File: src/rtl/char_writer_pkg.sv
// Shared types and character codes for the text-mode character writer.
package char_writer_pkg;

  typedef enum logic [2:0] {
    IDLE,
    PUT,
    SCR_RD,
    SCR_WR,
    CLR
  } state_t;

  localparam logic [7:0] CH_BS    = 8'h08;
  localparam logic [7:0] CH_LF    = 8'h0A;
  localparam logic [7:0] CH_FF    = 8'h0C;
  localparam logic [7:0] CH_CR    = 8'h0D;
  localparam logic [7:0] CH_SPACE = 8'h20;
  localparam logic [7:0] CH_TILDE = 8'h7E;

  function automatic logic is_printable(input logic [7:0] c);
    return (c >= CH_SPACE) && (c <= CH_TILDE);
  endfunction

endpackage

File: src/rtl/char_writer.sv
// Character writer: turns a stream of character codes into text-RAM writes with cursor tracking.
// Build option CHAR_WRITER_SCROLL_EN: scroll the screen up instead of wrapping to row 0.
//
// state  | meaning
// IDLE   | waiting for a character (in_ready high)
// PUT    | writing one cell at the cursor
// SCR_RD | scroll: reading source cell ptr+COLS
// SCR_WR | scroll: writing read data to cell ptr
// CLR    | blanking cells ptr..ptr+cnt, one per cycle
module char_writer
  import char_writer_pkg::*;
#(
  parameter int COLS = 80,
  parameter int ROWS = 30,
  parameter int AW   = 12
) (
  input  logic          clk,
  input  logic          rst_n,
  input  logic          in_valid,
  output logic          in_ready,
  input  logic [7:0]    in_char,
  output logic          vram_we,
  output logic [AW-1:0] vram_addr,
  output logic [7:0]    vram_din,
  input  logic [7:0]    vram_dout,
  output logic [6:0]    cur_x,
  output logic [4:0]    cur_y,
  output logic          busy
);

  localparam logic [AW-1:0] ONE_A    = AW'(1);
  localparam logic [AW-1:0] COLS_A   = AW'(COLS);
  localparam logic [AW-1:0] CELLS_M1 = AW'(COLS * ROWS - 1);
  localparam logic [AW-1:0] ROW_M1   = AW'(COLS - 1);
  localparam logic [6:0]    X_MAX    = 7'(COLS - 1);
  localparam logic [4:0]    Y_MAX    = 5'(ROWS - 1);
`ifdef CHAR_WRITER_SCROLL_EN
  localparam logic [AW-1:0] SCR_M1   = AW'(COLS * (ROWS - 1) - 1);
  localparam state_t        WRAP_ST  = SCR_RD;
`else
  localparam state_t        WRAP_ST  = CLR;
  logic unused_dout;
  assign unused_dout = ^vram_dout;
`endif

  state_t        state, state_n;
  logic          run;
  logic [AW-1:0] ptr;
  logic [AW-1:0] cnt;
  logic [7:0]    chr;
  logic          adv;

  logic          hs, last_col, last_row, nl, wrap, put_go, ff_go, cnt_tc;
  logic [AW-1:0] cur_addr;

  // run stays low for the first cycle after reset so nothing is written while rst_n is low
  assign hs       = run && (state == IDLE) && in_valid;
  assign last_col = (cur_x == X_MAX);
  assign last_row = (cur_y == Y_MAX);
  assign nl       = (hs && (in_char == CH_LF)) || ((state == PUT) && adv && last_col);
  assign wrap     = nl && last_row;
  assign put_go   = hs && (is_printable(in_char) || ((in_char == CH_BS) && (cur_x != 7'd0)));
  assign ff_go    = hs && (in_char == CH_FF);
  assign cnt_tc   = (cnt == '0);
  assign cur_addr = AW'(cur_y) * COLS_A + AW'(cur_x);

  always_ff @(posedge clk or negedge rst_n) begin
    if (!rst_n) state <= CLR;
    else        state <= state_n;
  end

  always_comb begin
    state_n = state;
    if (run) begin
      case (state)
        IDLE: begin
          if (ff_go)       state_n = CLR;
          else if (put_go) state_n = PUT;
          else if (wrap)   state_n = WRAP_ST;
        end
        PUT:    state_n = wrap ? WRAP_ST : IDLE;
`ifdef CHAR_WRITER_SCROLL_EN
        SCR_RD: state_n = SCR_WR;
        SCR_WR: state_n = cnt_tc ? CLR : SCR_RD;
`endif
        CLR:    if (cnt_tc) state_n = IDLE;
        default: state_n = IDLE;
      endcase
    end
  end

  always_comb begin
    in_ready  = run && (state == IDLE);
    busy      = (state != IDLE);
    vram_we   = 1'b0;
    vram_addr = ptr;
    vram_din  = CH_SPACE;
    case (state)
      PUT: begin
        vram_we   = run;
        vram_addr = cur_addr;
        vram_din  = chr;
      end
`ifdef CHAR_WRITER_SCROLL_EN
      SCR_RD: vram_addr = ptr + COLS_A;
      SCR_WR: begin
        vram_we  = run;
        vram_din = vram_dout;
      end
`endif
      CLR: vram_we = run;
      default: ;
    endcase
  end

  always_ff @(posedge clk or negedge rst_n) begin
    if (!rst_n) begin
      run   <= 1'b0;
      cur_x <= '0;
      cur_y <= '0;
      ptr   <= '0;
      cnt   <= CELLS_M1;
      chr   <= CH_SPACE;
      adv   <= 1'b0;
    end else begin
      run <= 1'b1;
      if (run) begin
        case (state)
          IDLE: begin
            if (hs) begin
              if (in_char == CH_FF) begin
                cur_x <= '0;
                cur_y <= '0;
                ptr   <= '0;
                cnt   <= CELLS_M1;
              end else if (is_printable(in_char)) begin
                chr <= in_char;
                adv <= 1'b1;
              end else if ((in_char == CH_BS) && (cur_x != 7'd0)) begin
                chr   <= CH_SPACE;
                adv   <= 1'b0;
                cur_x <= cur_x - 7'd1;
              end else if (in_char == CH_CR) begin
                cur_x <= '0;
              end
            end
          end
          PUT: if (adv && !last_col) cur_x <= cur_x + 7'd1;
`ifdef CHAR_WRITER_SCROLL_EN
          // falling out of the copy leaves ptr at the first cell of the last row
          SCR_WR: begin
            ptr <= ptr + ONE_A;
            cnt <= cnt_tc ? ROW_M1 : cnt - ONE_A;
          end
`endif
          CLR: begin
            if (!cnt_tc) begin
              ptr <= ptr + ONE_A;
              cnt <= cnt - ONE_A;
            end
          end
          default: ;
        endcase

        if (nl) begin
          cur_x <= '0;
          if (!last_row) begin
            cur_y <= cur_y + 5'd1;
          end else begin
            ptr <= '0;
`ifdef CHAR_WRITER_SCROLL_EN
            cnt <= SCR_M1;
`else
            cur_y <= '0;
            cnt   <= ROW_M1;
`endif
          end
        end
      end
    end
  end

endmodule

File: config.mk
export PLATFORM = sky130hd
export DESIGN_NAME = char_writer
export DESIGN_NICKNAME = d
export VERILOG_FILES = /design/src/rtl/char_writer_pkg.sv /design/src/rtl/char_writer.sv
export SDC_FILE = /design/constraint.sdc
export NUM_CORES = 1
export LEC_CHECK = 0
export BUFFER_PORTS_ARGS = -buffer_cell sky130_fd_sc_hd__buf_2
export CAP_MARGIN = 30
export CORE_MARGIN = 3
export CORE_UTILIZATION = 58
export DETAILED_ROUTE_END_ITERATION = 6
export PLACE_DENSITY = 0.81
export SLEW_MARGIN = 20
export SYNTH_ARGS = -nofsm -noshare
export SYNTH_HDL_FRONTEND = slang
export SYNTH_SLANG_ARGS = --single-unit
File: constraint.sdc
create_clock -name clk -period 3.26 [get_ports clk]
set_clock_uncertainty 0.1 [all_clocks]
set_input_delay 0.163 -clock clk [delete_from_list [all_inputs] [get_ports clk]]
set_output_delay 0.163 -clock clk [all_outputs]
set_load 0.03 [all_outputs]
==> results of run 1 <==
## sequential cells by signal, summed over array words and instances (netlist names)
signal,flops
cnt,12
ptr,12
chr,8
cur_x,7
cur_y,5
state,2
adv,1
run,1
## cells in the final DEF, fill, tap and decap left out, types with 5 or more instances in the layout
cell	synthesis	final
a21oi_1	23	23
nor3_1	6	6
nor4_1	7	7
ha_1	18	18
o21ai_0	27	27
buf_2	2	45
o2111ai_1	5	5
o31ai_1	10	10
dfstp_2	10	10
a22o_1	6	6
nor2_1	24	24
o21ai_1	6	6
mux2_2	7	7
nand2_1	41	41
and2_1	12	12
or4_1	5	5
nand4_1	11	11
and3_1	6	6
a21o_1	5	5
dfrtp_1	38	38
clkbuf_8	0	6
a31oi_1	5	5
buf_4	0	8
o41ai_1	5	5
inv_1	20	20
nand3_1	20	20
## cell usage after synthesis, types with 4 or more instances
| library cell | count | share of area, % |
|---|---|---|
| o211ai_1 | 4 | 0.83 |
| dfstp_2 | 10 | 7.2 |
| nand2_1 | 41 | 4.2 |
| xnor2_1 | 4 | 0.97 |
| mux2_2 | 7 | 2.2 |
| nand4_1 | 11 | 1.9 |
| o41ai_1 | 5 | 1.2 |
| and3_1 | 6 | 1.0 |
| or3_1 | 4 | 0.69 |
| clkbuf_1 | 12 | 1.2 |
| ha_1 | 18 | 6.2 |
| nand3_1 | 20 | 2.8 |
| dfrtp_1 | 38 | 26 |
| a31oi_1 | 5 | 0.86 |
| nor3_1 | 6 | 0.83 |
| o31ai_1 | 10 | 2.1 |
| xor2_1 | 4 | 0.97 |
| o2111ai_1 | 5 | 1.2 |
| or4_1 | 5 | 1.0 |
| o21ai_0 | 27 | 3.7 |
| o311ai_0 | 4 | 0.97 |
| a22o_1 | 6 | 1.4 |
| a21oi_1 | 23 | 3.2 |
| inv_1 | 20 | 2.1 |
| a21o_1 | 5 | 1.0 |
| nor2_1 | 24 | 2.5 |
| nor4_1 | 7 | 1.2 |
| o21ai_1 | 6 | 0.83 |
| and2_1 | 12 | 2.1 |
## final timing paths
check	startpoint	depth (start not counted)	endpoint
max in group asynchronous	rst_n	3	cnt[11]
worst max-delay path	cur_y[1]	9	vram_addr[11]
worst max register to register	state[2]	8	cur_x[2]
min in group asynchronous	rst_n	2	cur_x[1]
worst min register to register	chr[5]	2	chr[5]
worst min-delay path	in_char[3]	2	chr[3]
## final cells by class
cell class	count	area, µm²	area share, %
Sequential cell	48	1210	30.2
Tap cell	75	93.8	2.33
Timing Repair Buffer	55	305	7.59
Clock buffer	8	90.1	2.24
Inverter	20	75.1	1.87
Multi-Input combinational cell	327	2240	55.8
## what timing repair did
| action | 4_1_cts | 5_1_grt |
|---|---|---|
| hold endpoints to repair | 26 | 0 |
| setup buffers | 0 | 0 |
| hold buffers | 2 | 0 |
## kinds of logic after synthesis
logic type / synth area share (%)
simple gates: 25.4
compound gates: 24.4
flops: 33.5
buf+inv: 4.62
fa+ha+maj: 7.32
mux: 2.73
xor+xnor: 1.93
other cells: 0.103
## power by group
| part | internal (W) | total [W] | switching, W | leakage, nW |
|---|---|---|---|---|
| sequential | 0.000797 | 0.000985 | 0.000189 | 0.608 |
| combinational | 0.000455 | 0.00127 | 0.000813 | 1.14 |
| clock | 0.000174 | 0.000376 | 0.000203 | 0.0455 |
| total | 0.00142 | 0.00263 | 0.00120 | 1.79 |
## metal layers
layer  GRT usage [%]  part of all wire [%]
met4            8.06                   1.2
met1            37.7                    44
met3            3.50                   6.6
met2            45.4                    48
met5               0                     0
## metrics by stage
step	power (W)	utilization, %	cells	instance area, µm²
after floorplan	0.00190	-	413	3630
after global placement	0.00218	65.3	523	3910
after detailed placement	0.00223	65.3	523	3910
after CTS	0.00261	67.1	533	4020
after global routing	0.00281	67.1	533	4020
final	0.00263	67.1	533	4020
## critical path: stages, from the launching register on
cell and delay (ps):
dfrtp_1 470, ha_1 320, ha_1 220, fa_1 560, nand2_1 70, nor2_1 190, o21ai_0 110, a21oi_1 170
o22a_1 130, buf_2 190
==> results.toml, run 1 <==
[global_routing]
grt_pass1_wl_mm = 16.3
overflow = 0
antenna_found_initial = 0
grt.total_usage_pct = 27.4
grt_start_max_net_pins = 42
first_global_vias = 3350

[finish]
syn2layout_area_growth_pct = 10.9
fillers = 501
layout-drive-gt1-share_pct = 21.4
fin_nets = 496
n_antenna_cell = 0

[timing]
worst_pin_slew_ps = 740
fin_crit_sh_pct = 92.0
setup_viol = 0
slew_viol_final = 0
max_freq_mhz = 334
slew_headroom_pct = 50.7
rsz0062_at_grt = "no"
hold_slack_ps = 19.6
fin_setup_tns_ps = 0
finalWorstSetupSlack_ps = 262
hold_violations = 0
fin_crit_ps = 3000

[run]
cap_violations = 0

[critical_path]
cp.required_ps = 3000
end_kind = "output port"
worst_setup_path_start_kind = "flop"
critPathKind = "flop to output port"
crit_fanout = 7
cp.arrival_ps = 2740
reg2reg_slack_ps = 510

[placement]
hpwl_mm = 6.75
gp_congestion = 0.979
place_worst_setup_slack_ps = 571
io_buffer_count = 45

[logic_synthesis]
ys.flop_type = "dfrtp_1"
synth_seq_cells = 48
synthDistinctLibCells = 70
postSynth.asyncResetShare_pct = 100
synth-edff-count = 0
synth_area_um2 = 3630
ys_warn_count = 0
synth_seq_area_share_pct = 33.5
synth.avg_cell_area_um2 = 8.78
synth_nets = 452
synthCells = 413

[route]
via_count = 3482
drt_wl_total_mm = 9.59
first_iter_violations = 311
drc = 0
routedWlPerCell_um = 18.0
first_pass_iters = 5
detail-route-antenna-nets = 0
via_per_inst = 6.53

[floorplan]
die-area_um2 = 7240
io_pins = 54
rows = 28
die_width_um = 85.1
die_h_um = 85.1
start_util_pct = 60.5
core_um2 = 5990

[clock_tree]
insertion_delay_ps = 310
cts_resized = 0
clock-root-buffer = "clkbuf_8"
cts_max_level = 2
tritoncts = "yes"
clkSinkCount = 48
clk_path_buf_depth = 2
path_clk_slew_ps = 90
cts_buffers = 5

[outcome]
status = "completed"

[hold_path]
min_path_type = "input port to flop"

[power]
p_leak_nw = 1.79
powerDensity_nw_per_um2 = 654
ir_drop_v = 0.000450
No activity file was read; power rests on OpenSTA's default activity.
==> run 2, diff against run 1 <==
Settings changed: ABC_AREA from default to 0, CELL_PAD_IN_SITES_DETAIL_PLACEMENT from default to 1, CELL_PAD_IN_SITES_GLOBAL_PLACEMENT from default to 2, CORE_MARGIN 3 to 4, CORE_UTILIZATION 58 to 35, PLACE_DENSITY 0.81 to default, PLACE_DENSITY_LB_ADDON from default to 0.1.
==> results.toml, run 2 (synthesized netlist as in run 1, its figures left out) <==
[outcome]
status = "completed"

[route]
drc = 0
via_per_inst = 5.80
first_pass_iters = 6
routedWlPerCell_um = 18.8
drt_wl_total_mm = 11.2
via_count = 3453
detail-route-antenna-nets = 0
first_iter_violations = 151

[finish]
most-common-layout-cells = "buf_2, nand2_1, dfrtp_1, o21ai_0, nor2_1"
fillers = 1212
layout-drive-gt1-share_pct = 22.7
seq_area_um2 = 1210
syn2layout_area_growth_pct = 15.4
n_antenna_cell = 0
fin_nets = 500
final_common_cell = "buf_2"
multi_input_area_um2 = 2240
top_regs = "cnt x12, ptr x12, chr x8"

[power]
powerDensity_nw_per_um2 = 674
ir_drop_v = 0.000410
seq_power_share_pct = 34.9
switching_share_pct = 44.2
p_int_w = 0.00157
clock_power_share_pct = 18.9
p_leak_nw = 1.84
power_switching_w = 0.00125
share_comb_of_total_power_pct = 46.2

[global_routing]
antenna_found_initial = 0
grt_start_max_net_pins = 30
first_global_vias = 3627
overflow = 0
grt_pass1_wl_mm = 19.0
grt.total_usage_pct = 20.0

[clock_tree]
clock-root-buffer = "clkbuf_8"
cts_buffers = 5
cts_setup_buffers = 0
clk_path_buf_depth = 2
cts_max_level = 2
insertion_delay_ps = 310
path_clk_slew_ps = 100
tritoncts = "yes"
clkSinkCount = 48

[placement]
io_buffer_count = 45
hpwl_mm = 8.38
gp_congestion = 0.799

[timing]
rsz0062_at_grt = "no"
worst_pin_slew_ps = 616
hold_slack_ps = 14.8
slew_viol_final = 0
fin_setup_tns_ps = 0
max_freq_mhz = 334
fin_crit_ps = 3000
setup_viol = 0
slew_headroom_pct = 58.6
hold_violations = 0
fin_crit_sh_pct = 91.9

[critical_path]
cp.arrival_ps = 2730
critPathKind = "flop to output port"
cp.required_ps = 3000
end_kind = "output port"
crit_fanout = 8
worst_setup_path_start_kind = "flop"

[run]
cap_violations = 0

[floorplan]
die_width_um = 110
core_um2 = 9910
io_pins = 54
start_util_pct = 36.6
die_h_um = 110
die-area_um2 = 12100
rows = 36

[hold_path]
min_path_type = "input port to flop"
run 2: what timing repair did:
action	in CTS	in global routing
hold endpoints to repair	13	0
hold buffers	1	0
gates resized for setup	0	0
run 2: cell type report:
type / count / area share (%)
timing repair buffer: 59 / 8.26
inverter: 20 / 1.79
clock inverter: 3 / 1.65
multi-input combinational: 327 / 53.7
clock buffer: 5 / 1.65
tap: 133 / 3.98
sequential: 48 / 29.0
run 2: per-layer routing:
layer,vias to the layer above,global-route usage (%),wire (µm)
met3,5,2.00,284
met2,50,33.4,5360
met5,-,0,0
met4,0,3.21,67
li1,1657,-,-
met1,1741,28.3,5470
run 2: stage by stage:
stage	area, µm²	setup slack (ps)	utilization [%]	power [W]	cells
final	4180	264	42.2	0.00282	595
after global routing	4180	58.5	42.2	0.00305	595
after CTS	4180	240	42.2	0.00285	595
after detailed placement	4040	588	40.7	0.00230	586
after global placement	4020	610	40.5	0.00227	585
after floorplan	3630	414	-	0.00190	413
run 2: power by group through the flow:
| stage | clock (W) | sequential, W | combinational [W] |
|---|---|---|---|
| 2_1_floorplan | 0 | 0.000935 | 0.000962 |
| 3_3_place_gp | 0 | 0.000985 | 0.00128 |
| 3_5_place_dp | 0 | 0.000996 | 0.00131 |
| 4_1_cts | 0.000546 | 0.000985 | 0.00132 |
| 5_1_grt | 0.000574 | 0.00102 | 0.00145 |
| 6_report | 0.000531 | 0.000984 | 0.00130 |
run 2: path summary, 6_finish.rpt:
check                      startpoint             to  slack, ps  depth (start not counted)
max                          cur_y[3]  vram_addr[11]        260                          9
min                        in_char[3]         chr[3]         10                          2
max reg2reg                  cur_x[0]        cnt[10]        580                          7
min reg2reg                    chr[7]         chr[7]        390                          1
max in group asynchronous       rst_n         cnt[8]       2280                          3
min in group asynchronous       rst_n       cur_x[1]        210                          2
run 2: worst max-delay path: stages, from the launching register on:
cell and delay (ps):
dfrtp_1 520, ha_1 290, ha_1 230, fa_1 560, nand2_1 70, nor2_1 180
o21ai_0 110, a21oi_1 150, o22a_1 130, buf_2 190
